File: config.mk
export PLATFORM = sky130hd
export DESIGN_NAME = simpleadder_driver
export DESIGN_NICKNAME = d
export VERILOG_FILES = /design/src/rtl/simpleadder_pkg.sv /design/src/rtl/simpleadder_deser.sv /design/src/rtl/simpleadder_driver.sv
export SDC_FILE = /design/constraint.sdc
export NUM_CORES = 1
export LEC_CHECK = 0
export ABC_AREA = 1
export CAP_MARGIN = 20
export CORE_ASPECT_RATIO = 1.25
export CORE_UTILIZATION = 56
export DETAILED_ROUTE_END_ITERATION = 12
export PLACE_DENSITY = 0.83
export SKIP_CTS_REPAIR_TIMING = 1
export SLEW_MARGIN = 20
export SYNTH_ARGS = -nofsm -noshare
export SYNTH_HDL_FRONTEND = slang
export SYNTH_SLANG_ARGS = --single-unit
File: constraint.sdc
create_clock -name clk -period 2.7 [get_ports clk]
set_input_delay 0.54 -clock clk [delete_from_list [all_inputs] [get_ports clk]]
set_output_delay 0.54 -clock clk [all_outputs]
set_load 0.005 [all_outputs]
File: src/rtl/simpleadder_pkg.sv
// rtl/simpleadder_pkg.sv - shared defaults and FSM state type for the simpleadder driver
package simpleadder_pkg;

    localparam int SA_WIDTH_DEF   = 2;
    localparam int SA_TIMEOUT_DEF = 16;

    typedef enum logic [2:0] {
        IDLE,
        SEND,
        WAIT,
        RECV,
        DONE,
        GAP
    } sa_state_t;

endpackage

File: src/rtl/simpleadder_deser.sv
// rtl/simpleadder_deser.sv - MSB-first deserializer for the adder's WIDTH+1 bit serial sum
module simpleadder_deser #(
    parameter int WIDTH = 2
) (
    input  logic             clk,
    input  logic             rst_n,
    input  logic             clear,
    input  logic             shift,
    input  logic             bit_in,
    output logic [WIDTH:0]   sum,
    output logic             last
);

    localparam int CW = $clog2(WIDTH + 2);

    logic [CW-1:0] cnt;

    always_ff @(posedge clk) begin
        if (!rst_n || clear) begin
            sum <= '0;
            cnt <= '0;
        end else if (shift) begin
            sum <= {sum[WIDTH-1:0], bit_in};
            cnt <= cnt + 1'b1;
        end
    end

    // High while the shift about to happen is the final (LSB) one.
    assign last = (cnt == CW'(WIDTH));

endmodule

File: src/rtl/simpleadder_driver.sv
// rtl/simpleadder_driver.sv - serializes operand pairs into the bit-serial adder and collects its sum; SIMPLEADDER_DRV_CHECK_EN adds a sum check
module simpleadder_driver
    import simpleadder_pkg::*;
#(
    parameter int WIDTH   = SA_WIDTH_DEF,
    parameter int TIMEOUT = SA_TIMEOUT_DEF
) (
    input  logic             clk,
    input  logic             rst_n,
    input  logic             req_valid,
    input  logic [WIDTH-1:0] req_a,
    input  logic [WIDTH-1:0] req_b,
    output logic             req_ready,
    output logic             drv_en,
    output logic             drv_a,
    output logic             drv_b,
    input  logic             mon_en,
    input  logic             mon_out,
    output logic             res_valid,
    input  logic             res_ready,
    output logic [WIDTH:0]   res_sum,
    output logic             res_timeout,
    output logic             res_err
);

    localparam int SW = $clog2(WIDTH + 1);
    localparam int TW = $clog2(TIMEOUT + 1);
    localparam logic [SW-1:0] S_LAST = SW'(WIDTH - 1);
    localparam logic [TW-1:0] T_LAST = TW'(TIMEOUT - 1);

    sa_state_t        state;
    logic [WIDTH-1:0] a_sh;
    logic [WIDTH-1:0] b_sh;
    logic [SW-1:0]    scnt;
    logic [TW-1:0]    tcnt;
    logic             accept;
    logic             deser_shift;
    logic             deser_last;
    logic [WIDTH:0]   deser_sum;

    assign accept      = (state == IDLE) && req_valid && req_ready;
    assign deser_shift = ((state == WAIT) && mon_en) || (state == RECV);
    assign res_sum     = deser_sum;

    // Cleared on accept, so a timed-out transaction reports a zero sum.
    simpleadder_deser #(.WIDTH(WIDTH)) u_deser (
        .clk    (clk),
        .rst_n  (rst_n),
        .clear  (accept),
        .shift  (deser_shift),
        .bit_in (mon_out),
        .sum    (deser_sum),
        .last   (deser_last)
    );

    always_ff @(posedge clk) begin
        if (!rst_n) begin
            state       <= IDLE;
            req_ready   <= 1'b1;
            drv_en      <= 1'b0;
            drv_a       <= 1'b0;
            drv_b       <= 1'b0;
            a_sh        <= '0;
            b_sh        <= '0;
            scnt        <= '0;
            tcnt        <= '0;
            res_valid   <= 1'b0;
            res_timeout <= 1'b0;
        end else begin
            case (state)
                IDLE: begin
                    if (accept) begin
                        state     <= SEND;
                        req_ready <= 1'b0;
                        drv_en    <= 1'b1;
                        drv_a     <= req_a[WIDTH-1];
                        drv_b     <= req_b[WIDTH-1];
                        a_sh      <= req_a << 1;
                        b_sh      <= req_b << 1;
                        scnt      <= '0;
                    end
                end
                SEND: begin
                    drv_en <= 1'b0;
                    if (scnt == S_LAST) begin
                        state <= WAIT;
                        drv_a <= 1'b0;
                        drv_b <= 1'b0;
                        tcnt  <= '0;
                    end else begin
                        drv_a <= a_sh[WIDTH-1];
                        drv_b <= b_sh[WIDTH-1];
                        a_sh  <= a_sh << 1;
                        b_sh  <= b_sh << 1;
                        scnt  <= scnt + 1'b1;
                    end
                end
                WAIT: begin
                    if (mon_en) begin
                        state <= RECV;
                    end else if (tcnt == T_LAST) begin
                        state       <= DONE;
                        res_valid   <= 1'b1;
                        res_timeout <= 1'b1;
                    end else begin
                        tcnt <= tcnt + 1'b1;
                    end
                end
                RECV: begin
                    if (deser_last) begin
                        state     <= DONE;
                        res_valid <= 1'b1;
                    end
                end
                DONE: begin
                    if (res_ready) begin
                        state       <= GAP;
                        res_valid   <= 1'b0;
                        res_timeout <= 1'b0;
                    end
                end
                GAP: begin
                    state     <= IDLE;
                    req_ready <= 1'b1;
                end
                default: state <= IDLE;
            endcase
        end
    end

`ifdef SIMPLEADDER_DRV_CHECK_EN
    logic [WIDTH:0] model_sum;
    logic           err_q;

    always_ff @(posedge clk) begin
        if (!rst_n) begin
            model_sum <= '0;
            err_q     <= 1'b0;
        end else begin
            if (accept) begin
                model_sum <= {1'b0, req_a} + {1'b0, req_b};
            end
            // Compare the value the deserializer is about to hold once the LSB lands.
            if ((state == RECV) && deser_last) begin
                err_q <= ({deser_sum[WIDTH-1:0], mon_out} != model_sum);
            end else if ((state == DONE) && res_ready) begin
                err_q <= 1'b0;
            end
        end
    end

    assign res_err = err_q;
`else
    assign res_err = 1'b0;
`endif

endmodule

**After elaboration in Yosys (flattened, before gate mapping)**

Index checks and enable logic that the tools add are counted.

- Add/sub/neg operators: 3
- Multiplexer cells: 36
- Equality and inequality tests: 17
- Reduce and logical (&&, ||, !) cells: 19

Operators by type and width:

| operator | count |
|---|---|
| 3-bit 2-to-1 mux | 6 |
| 5-bit 2-to-1 mux | 3 |
| 3-bit case mux with 5 select lines | 1 |
| 2-bit 2-to-1 mux | 6 |
| 2-bit != test (second input constant) | 6 |
| 2-bit case mux with 2 select lines | 3 |
| 1-bit 2-to-1 mux | 10 |
| 1-bit case mux with 2 select lines | 5 |
| 5-bit case mux with 2 select lines | 1 |
| 5-bit AND reduction | 2 |
| 4-bit AND reduction | 2 |
| 2-bit nonzero test | 4 |
| 3-bit by 2-bit equality test with 1-bit output (second input constant) | 2 |
| 3-bit equality test (second input constant) | 2 |
| 5-bit by 1-bit adder with 5-bit output (second input constant) | 1 |
| 5-bit by 4-bit equality test with 1-bit output (second input constant) | 1 |
| 2-bit by 1-bit adder with 2-bit output (second input constant) | 2 |
| 2-bit by 1-bit != test with 1-bit output (second input constant) | 2 |
| 2-bit AND reduction | 2 |
| 3-bit by 1-bit equality test with 1-bit output (second input constant) | 1 |
| 1-bit logical AND | 3 |
| 3-bit zero test | 1 |
| 3-bit by 2-bit != test with 1-bit output (second input constant) | 1 |
| 1-bit case mux with 3 select lines | 1 |
| 6 further kinds | 7 |

- Word-level logic and storage cells: 88
- Bits of input ports: 10
- Output and inout port bits: 10
- Register bits: 25

**Longest topological paths before layout**

Gate-level depths: netlist (run 1).

- Word-level depth: 5
- Depth in mapped cells: 10
- Mapped depth without buffers: 10

**Cells and area by module**

A second synthesis (run 1) with hierarchy kept.

- Cell total of the unflattened synthesis: 167
- Area total of the unflattened synthesis: 1156.1 sq um

Modules (own cells, without submodules):

| module | instances | area each (sq um) | cells an instance | seq. area each (sq um) |
|---|---|---|---|---|
| simpleadder_driver | 1 | 957.2 | 140 | 360.3 |
| simpleadder_deser | 1 | 198.9 | 27 | 100.1 |

**Worst setup path before layout (run 1)**

No wires, ideal clock.

- Kind: register to register
- From: register tcnt[0]
- To: register tcnt[1]
- Stages on the path, launching flop included: 11
- Slack: 1.304 ns
- Period minus slack after synthesis: 1.396 ns
- Library setup time: 0.126 ns
- Buffers on the path: 0
- Arrival: 1.271 ns
- Data required time: 2.574 ns
- Cell sequence: dfxtp_1 > ha_1 > nand2_1 > nor2_1 > ha_1 > nand2_4 > nand2_4 > nor2_8 > nand2_1 > o21ai_1 > nor2_1

- Longest elaborated chain between the ends: 4
- Elaborated cells between the ends (all ways): 7
- Those cells by class: add/sub: 1; eq/ne: 2; mux: 3; reduce/logical: 1

Ends and longest elaborated chain:

| item | line | source |
|---|---|---|
| from (decl) | simpleadder_driver.sv:35 | `logic [TW-1:0] tcnt;` |
| from (signal assigned) | simpleadder_driver.sv:106 | `tcnt <= tcnt + 1'b1;` |
| 5-bit by 1-bit adder with 5-bit output | simpleadder_driver.sv:106 |  |
| 5-bit 2-to-1 mux | simpleadder_driver.sv:101 | `end else if (tcnt == T_LAST) begin` |
| 5-bit 2-to-1 mux | simpleadder_driver.sv:99 | `if (mon_en) begin` |
| 5-bit case mux with 2 select lines | simpleadder_driver.sv:70 | `case (state)` |

Several ways; a longest one is shown, not always the timed one. The select of a mux whose other input is x is not followed.
A chain may end at the register's enable or synchronous reset.

**Final worst setup path (run 1)**

- From: register req_ready
- To: output req_ready

RTL lines:

| item | line | source |
|---|---|---|
| from (decl) | simpleadder_driver.sv:13 | `output logic req_ready,` |
| from (signal assigned) | simpleadder_driver.sv:59 | `req_ready <= 1'b1;` |
| from (signal assigned) | simpleadder_driver.sv:74 | `req_ready <= 1'b0;` |
| from (signal assigned) | simpleadder_driver.sv:124 | `req_ready <= 1'b1;` |

No word-level cell between the ends.

==> results of run 1 <==
power groups by stage:
stage | logic, W | clock network [W] | registers [W]
6_report | 0.000627 | 0.000161 | 0.000501
3_5_place_dp | 0.000623 | 0 | 0.000508
3_3_place_gp | 0.000594 | 0 | 0.000502
4_1_cts | 0.000627 | 0.000162 | 0.000501
2_1_floorplan | 0.000489 | 0 | 0.000481
5_1_grt | 0.000719 | 0.000177 | 0.000510
per-stage QoR:
step           cells  hold WS, ns  utilization (%)
2_1_floorplan    170        0.438                -
3_3_place_gp     205        0.447             69.8
5_1_grt          209        0.506             71.1
6_report         209        0.472             71.1
4_1_cts          209        0.473             71.1
3_5_place_dp     205        0.456             69.8
area by class of cell:
cell class,instances,share of cell area [%]
Clock buffer,4,1.82
Inverter,23,5.99
Multi-Input combinational cell,121,46.0
Sequential cell,23,31.9
Tap cell,20,1.74
Timing Repair Buffer,18,12.5
sequential cells by signal, indices dropped and copies added, names as in the netlist:
register	flops
drv_a	1
tcnt	5
b_sh	1
u_deser.sum	3
scnt	2
state	3
a_sh	1
res_timeout	1
drv_en	1
res_valid	1
u_deser.cnt	2
req_ready	1
drv_b	1
cell families (layout without fill, tap and decap cells):
| kind of cell | Yosys count | count (layout) | synth area share [%] |
|---|---|---|---|
| AOI/OAI and AO/OA | 28 | 28 | 12.3 |
| DFF | 23 | 23 | 37.4 |
| other | 1 | 1 | 0.304 |
| adders and majority gates | 4 | 4 | 4.06 |
| xor gates and xnor gates | 1 | 1 | 0.711 |
| buffers and inverters | 26 | 45 | 8.83 |
| and+or+nand+nor | 87 | 87 | 36.4 |
final timing paths:
check / cells past startpoint / startpoint / end / slack [ns]
worst max register to register: 10 / tcnt[0]$_SDFFE_PN0P_ / tcnt[3]$_SDFFE_PN0P_ / 1.06
worst min register to register: 2 / a_sh[1]$_SDFFE_PN0P_ / a_sh[1]$_SDFFE_PN0P_ / 0.47
worst min-delay path: 2 / a_sh[1]$_SDFFE_PN0P_ / a_sh[1]$_SDFFE_PN0P_ / 0.47
worst max-delay path: 1 / req_ready$_SDFFE_PN1P_ / req_ready / 0.88
metal layers:
metal / vias up / wire length (µm) / share of wire [%] / GRT usage, %
met2: 20 / 1310 / 52 / 44.5
met1: 523 / 1120 / 45 / 27.7
met5: - / 0 / 0 / 0
met4: 0 / 15 / 0.60 / 10.1
li1: 584 / - / - / -
met3: 2 / 68 / 2.7 / 4.95
tightest hold or removal path, stage by stage (launching register included):
cell and delay [ns]:
sky130_fd_sc_hd__dfxtp_1 0.33, sky130_fd_sc_hd__nand2_1 0.06, sky130_fd_sc_hd__a21oi_1 0.05
cell usage in the layout, fill, tap and decap left out, types with 5 or more instances in the layout:
cell                              count
sky130_fd_sc_hd__nand3_1              8
sky130_fd_sc_hd__o21ai_1              5
sky130_fd_sc_hd__a21oi_1             17
sky130_fd_sc_hd__nand2_1             43
sky130_fd_sc_hd__nor2_1              18
sky130_fd_sc_hd__clkdlybuf4s50_1     18
sky130_fd_sc_hd__inv_1               16
sky130_fd_sc_hd__inv_2                7
sky130_fd_sc_hd__dfxtp_1             23
==> impl_summary.md, run 1 <==
Clock tree
Clock tree synthesis inserted a total of 3 buffers. The clock latency at the later pin of the worst-skew pair is 0.31 ns. In this run the clock root is driven by a sky130_fd_sc_hd__clkbuf_4. TritonCTS built the clock tree. CTS built an H-tree with a depth of 1.

The clock-pin slew of the registers on the worst-case setup and hold paths is 0.12 ns. The clock passes through at most 2 buffers. The clock drives 23 sinks.

Global route
The overall track demand over capacity in global routing is 24.4%. The sum of overflow across all layers after global routing is 0. The number of global-route vias before repair came to 1127. The initial antenna violation count is 0. The first global-routing pass estimated 4.35 mm of wire. Entering global routing, the biggest net connects 13 pins.

Routing
The number of vias in the routed layout is 1129. For this block, the initial DRC count from the detailed router was 27. The via density per instance is 5.40.

The wire length after detailed routing is 2.51 mm. The first detailed-routing pass took 6 iterations. The average detailed-routed wire length per instance is 12.0 µm. The remaining antenna violation count is 0. The number of remaining DRC errors is 0.

Yosys
The cell count after synthesis came out at 170. The register area share after synthesis is 37.4%. Counting flops and latches in the post-synthesis netlist gives 23. The most instantiated library cell after synthesis is sky130_fd_sc_hd__nand2_1. The number of nets in the synthesized netlist is 184. Yosys mapped a number of flops with a built-in enable equal to 0.

The library cell with the largest summed area after synthesis is sky130_fd_sc_hd__dfxtp_1. Among all flip-flop cells after synthesis, the most frequent one is sky130_fd_sc_hd__dfxtp_1. For this run, the number of Yosys warnings is 0. The post-synthesis cell type count is 27.

By area the synthesized netlist is led by sky130_fd_sc_hd__dfxtp_1 (37%), sky130_fd_sc_hd__nand2_1 (13%), sky130_fd_sc_hd__a21oi_1 (6.9%), sky130_fd_sc_hd__nor2_1 (5.5%), sky130_fd_sc_hd__inv_1 (4.9%). After synthesis, the mean cell area works out to 7.25 µm². The commonest cells after synthesis are sky130_fd_sc_hd__nand2_1 (43), sky130_fd_sc_hd__dfxtp_1 (23), sky130_fd_sc_hd__nor2_1 (18), sky130_fd_sc_hd__a21oi_1 (17), sky130_fd_sc_hd__inv_1 (16).

The area of the mapped netlist is 0.00123 mm². The fraction of synthesized cell area taken by the top area cell type is 37.4%. The share of flip-flops with an asynchronous set or reset after synthesis is 0%.

Final layout
0 antenna diodes ended up in the layout. The final net count is 204. The finished cells cover 0.00144 mm². The post-route netlist has 13.2% of its cells at a drive strength greater than 1. The area taken by flip-flops and latches is 460 µm². The number of inserted filler cells in the final layout is 182. The area growth from synthesis to layout is 17.0%. Summing all multi-input logic gate instances after layout gives 663 µm².

Timing
The hold violation total from the final report is 0. For the final database, setup skew stands at 0.00606 ns. The number of max-slew violations in the final report was 0.

Derived from the worst setup path, the maximum achievable clock frequency is 549 MHz. For the final routed database, the setup TNS stands at 0 ns. Setup slack on the critical path of the routed design comes to 0.878 ns.

Setup repair after global routing left no endpoint under its margin. Setup violations remaining at the end of the flow were counted as 0. Dividing the final minimum period by the clock period gives 67.5%. The smallest clock period supported by the final layout is computed as 1.82 ns.

Worst setup path
On the worst path, the slowest cell contributes a delay of 0.54 ns. Counting both buffers and inverters, the worst setup path holds a total of 1. The worst path required time is 2.16 ns. Walking the worst path, the cells encountered are clkdlybuf4s50_1. The kind of start point of the critical path is a flop.

On the critical path, the stage with the largest delay is an instance of sky130_fd_sc_hd__clkdlybuf4s50_1. The kind of critical path is flop to primary output. In this design, the largest share of critical-path delay is due to buffers and inverters. Along the worst path, the maximum fanout reaches 4.

Data on the critical path arrives at its endpoint at 1.28 ns. The kind of end point of the critical path is a primary output.

Flow run
The tool flagged a number of max-cap violations equal to 0.

Die
For this configuration, the core starts out at a cell density of 60.8%. The core region is 0.00203 mm². Row generation in the floorplan step produced 18 rows.

The die outline height is 54.5 µm. The I/O pin total is 20. The die covers 0.00239 mm². The die boundary width is 44.0 µm.

Power and ir drop
The analysis attributes to cell leakage a power of 0.638 nW. Per report_power, the sequential group accounts for 38.9% of the total. The worst-case IR drop observed on VDD is 549 µV. The internal portion of the total power is 0.000729 W.

The power per standard cell area is 894 mW/mm². The total power draw is 0.00129 W. In this run the power spent charging and discharging nets is 0.000560 W. The switching share of power is 43.5%.

The clock network accounts for 12.5% of the total power. In this run, the combinational gates consume 48.6% of the power.

Worst hold path
The tightest min-delay check is of the flop to flop type.

Placement
The number of port buffers is 18. Before CTS, the worst setup slack after placement is 0.892 ns. The half-perimeter wire length after placement is 1.93 mm. After detailed placement, the total cell area comes to 0.00142 mm². The congestion estimate from routability-driven global placement came to 0.782.

Status
The run finished with clean final reports.
(Power assumes the default switching activity.)
==> run 2: changes to the inputs <==
--- a/config.mk
+++ b/config.mk
@@ -8,9 +8,9 @@
 export ABC_AREA = 1
 export CAP_MARGIN = 20
 export CORE_ASPECT_RATIO = 1.25
-export CORE_UTILIZATION = 56
+export CORE_UTILIZATION = 52
 export DETAILED_ROUTE_END_ITERATION = 12
-export PLACE_DENSITY = 0.83
+export PLACE_DENSITY = 0.78
 export SKIP_CTS_REPAIR_TIMING = 1
 export SLEW_MARGIN = 20
 export SYNTH_ARGS = -nofsm -noshare
==> constraint.sdc (replaced) <==
create_clock -name clk -period 1.75 [get_ports clk]
set_input_delay 0.35 -clock clk [delete_from_list [all_inputs] [get_ports clk]]
set_output_delay 0.35 -clock clk [all_outputs]
set_load 0.005 [all_outputs]
==> run 2 against run 1 <==
Critical path depth did not move. Power up 54%. Sequential power rose by 53%. Sequential share of layout area down 0.63 points. Via count is 2.1% lower. Largest cell class unchanged.
==> impl_summary.md, run 2 (synthesis gave the netlist of run 1 again) <==
Final layout
Of the cells placed in the final design, the portion with a size suffix greater than 1 is 14.1%. The register with the most flip-flops in the layout has 5 of them. Counting the fill cells in the layout gives 199. In the final layout, the registers with the most flip-flops are tcnt (5), state (3), u_deser.sum (3). The area growth from synthesis to layout is 19.3%. The library cells used most frequently in the layout, excluding fill and tap cells, are sky130_fd_sc_hd__nand2_1 (43), sky130_fd_sc_hd__dfxtp_1 (23), sky130_fd_sc_hd__nor2_1 (18), sky130_fd_sc_hd__clkdlybuf4s50_1 (18), sky130_fd_sc_hd__a21oi_1 (17). In the final layout, flip-flops and latches occupy 460 µm². The final net count is 206. The most common cell after layout, fill and taps aside is sky130_fd_sc_hd__nand2_1. The antenna diode instance count is 0. More flip-flops sit in one register than any other, and that register is tcnt.

The area of the multi-input gates is 663 µm².

Clock tree
In this run the number of H-tree levels came out at 1. The root buffer cell is sky130_fd_sc_hd__clkbuf_4. The clock latency at the later pin of the worst-skew pair is 0.31 ns. The CTS tree is yes. Counting every sink on the clock net gives 23. The clock passes through at most 2 buffers. TritonCTS created 3 clock buffers. The clock-pin slew of the registers on the worst-case setup and hold paths is 0.13 ns.

Die
The die covers 0.00257 mm². For this design the top-level I/O count stands at 20. The initial core utilization is 55.7%. The standard cell core area is 0.00221 mm². The die is 45.5 µm wide. In this run the vertical extent of the chip is 56.4 µm. The number of rows created at floorplan is 19.

Routing
The final layout contains routed wiring with a total length of 2.34 mm. The remaining antenna violation count is 0. The detailed-routing iteration count for the pre-antenna-repair pass is 4. The routed layout has 1105 vias.

The average detailed-routed wire length per instance is 10.6 µm. After detailed routing, the number of vias per cell comes to 4.98. For this run, design rule violations remaining after detail routing come to 0. The number of DRC markers after the initial detailed-route iteration is 14.

Worst setup path
Traced cell by cell, the critical path runs through clkdlybuf4s50_1. At the worst endpoint, the required time is 1.40 ns. STA classifies the critical path endpoint as a primary output. The kind of start point of the critical path is a flop. By startpoint and endpoint, the worst setup path is classified as flop to primary output.

The total buffers and inverters traversed by the critical path is 1. On the worst path, the slowest cell contributes a delay of 0.54 ns. Grouping stages by cell kind, the critical path spends the most delay in buffers and inverters.

Along the worst path, the maximum fanout reaches 4. The critical path data arrival time is 1.29 ns. The cell at the slowest stage of the critical path is sky130_fd_sc_hd__clkdlybuf4s50_1.

Global route
The overall track demand over capacity in global routing is 20.8%. The met1 track demand over resource in global routing is 23.6%. In this run the most used layer during global routing was met2. The number of global-route vias before repair came to 1016. The global-route track usage on met2 is 35.3%.

The wire length of the first global-routing pass is 4.00 mm. Entering global routing, the biggest net connects 13 pins. The initial antenna violation count is 0. The sum of overflow across all layers after global routing is 0. Global routing used 3.86% of the available met3 tracks.

Timing
The total of endpoints with negative setup slack in the final report is 0. For this run, the top clock speed supported by timing is 608 MHz. The minimum clock period is 1.64 ns. The share of the clock period used by the worst path after layout is 94.0%. Setup repair after global routing left no endpoint under its margin. Final hold analysis gives a worst-case slack of 0.469 ns. The number of max-slew violations in the final report is 0. The hold violation total from the final report is 0. After routing, the total negative slack on setup checks comes to 0 ns. The clock arrives with 0.00482 ns of skew.

Power and ir drop
The switching power total is 0.000848 W. Summed over all cells, the static leakage comes to 0.647 nW. The share of total power dissipated in the clock network is 12.7%. The worst-case IR drop observed on VDD is 864 µV. The power share of the combinational group is 48.5%. The cell-internal power is 0.00113 W. The power per standard cell area is 1350 mW/mm². The relative contribution of sequential cells to total power is 38.8%. The switching share of power is 42.9%.

Status
The flow ran to the end, and the final reports show no timing, DRC or antenna violations.

Worst hold path
The worst min-delay path category is flop to flop.

Placement
The routability congestion estimate from global placement is 0.826. Detailed placement finished with a half-perimeter wire length of 1.85 mm. The number of port buffers is 18.

Flow run
The number of maximum-capacitance constraint violations is 0.
-- run 2: cell types whose count changed in the layout (fill, tap and decap cells not counted) --
cell and delta:
sky130_fd_sc_hd__buf_4 +2
-- run 2: final timing paths --
check	from	end	slack, ns	cells past startpoint
max	req_ready$_SDFFE_PN1P_	req_ready	0.11	1
min	res_timeout$_SDFFE_PN0P_	res_timeout$_SDFFE_PN0P_	0.47	2
max reg2reg	tcnt[0]$_SDFFE_PN0P_	tcnt[0]$_SDFFE_PN0P_	0.22	10
min reg2reg	res_timeout$_SDFFE_PN0P_	res_timeout$_SDFFE_PN0P_	0.47	2
-- run 2: layer usage --
| layer | vias up | routed length (µm) |
|---|---|---|
| li1 | 585 | - |
| met1 | 491 | 1030 |
| met2 | 23 | 1180 |
| met3 | 6 | 90 |
| met4 | 0 | 47 |
| met5 | - | 0 |
-- run 2: per-stage QoR --
| step | setup slack (ns) | cell area (µm²) | std cells | util [%] | power (W) |
|---|---|---|---|---|---|
| after floorplan | 0.354 | 1230 | 170 | - | 0.00150 |
| after global placement | 0.205 | 1440 | 218 | 65.3 | 0.00171 |
| after detailed placement | 0.161 | 1440 | 218 | 65.3 | 0.00174 |
| after CTS | 0.0922 | 1470 | 222 | 66.5 | 0.00199 |
| after global routing | 0.0311 | 1470 | 222 | 66.5 | 0.00215 |
| final | 0.105 | 1470 | 222 | 66.5 | 0.00198 |
-- run 2: final cells by class --
class,count,share of cell area (%)
clock buffers,4,1.79
inverters,23,5.87
multi-input cells,121,45.1
flip-flops and latches,23,31.3
well taps,31,2.64
repair buffers,20,13.3
-- run 2: worst min-delay path: cells and delay by family, from the launching register on --
family	cells	cell delay, ns
flops	1	0.33
simple gates	1	0.06
compound gates	1	0.05
-- run 2: power by group through the flow --
| stage | Clock [W] | Combinational [W] | Sequential (W) |
|---|---|---|---|
| after global placement | 0 | 0.000935 | 0.000773 |
| after global routing | 0.000281 | 0.00108 | 0.000786 |
| after detailed placement | 0 | 0.000965 | 0.000780 |
| final | 0.000251 | 0.000960 | 0.000767 |
| after floorplan | 0 | 0.000754 | 0.000742 |
| after CTS | 0.000258 | 0.000969 | 0.000768 |
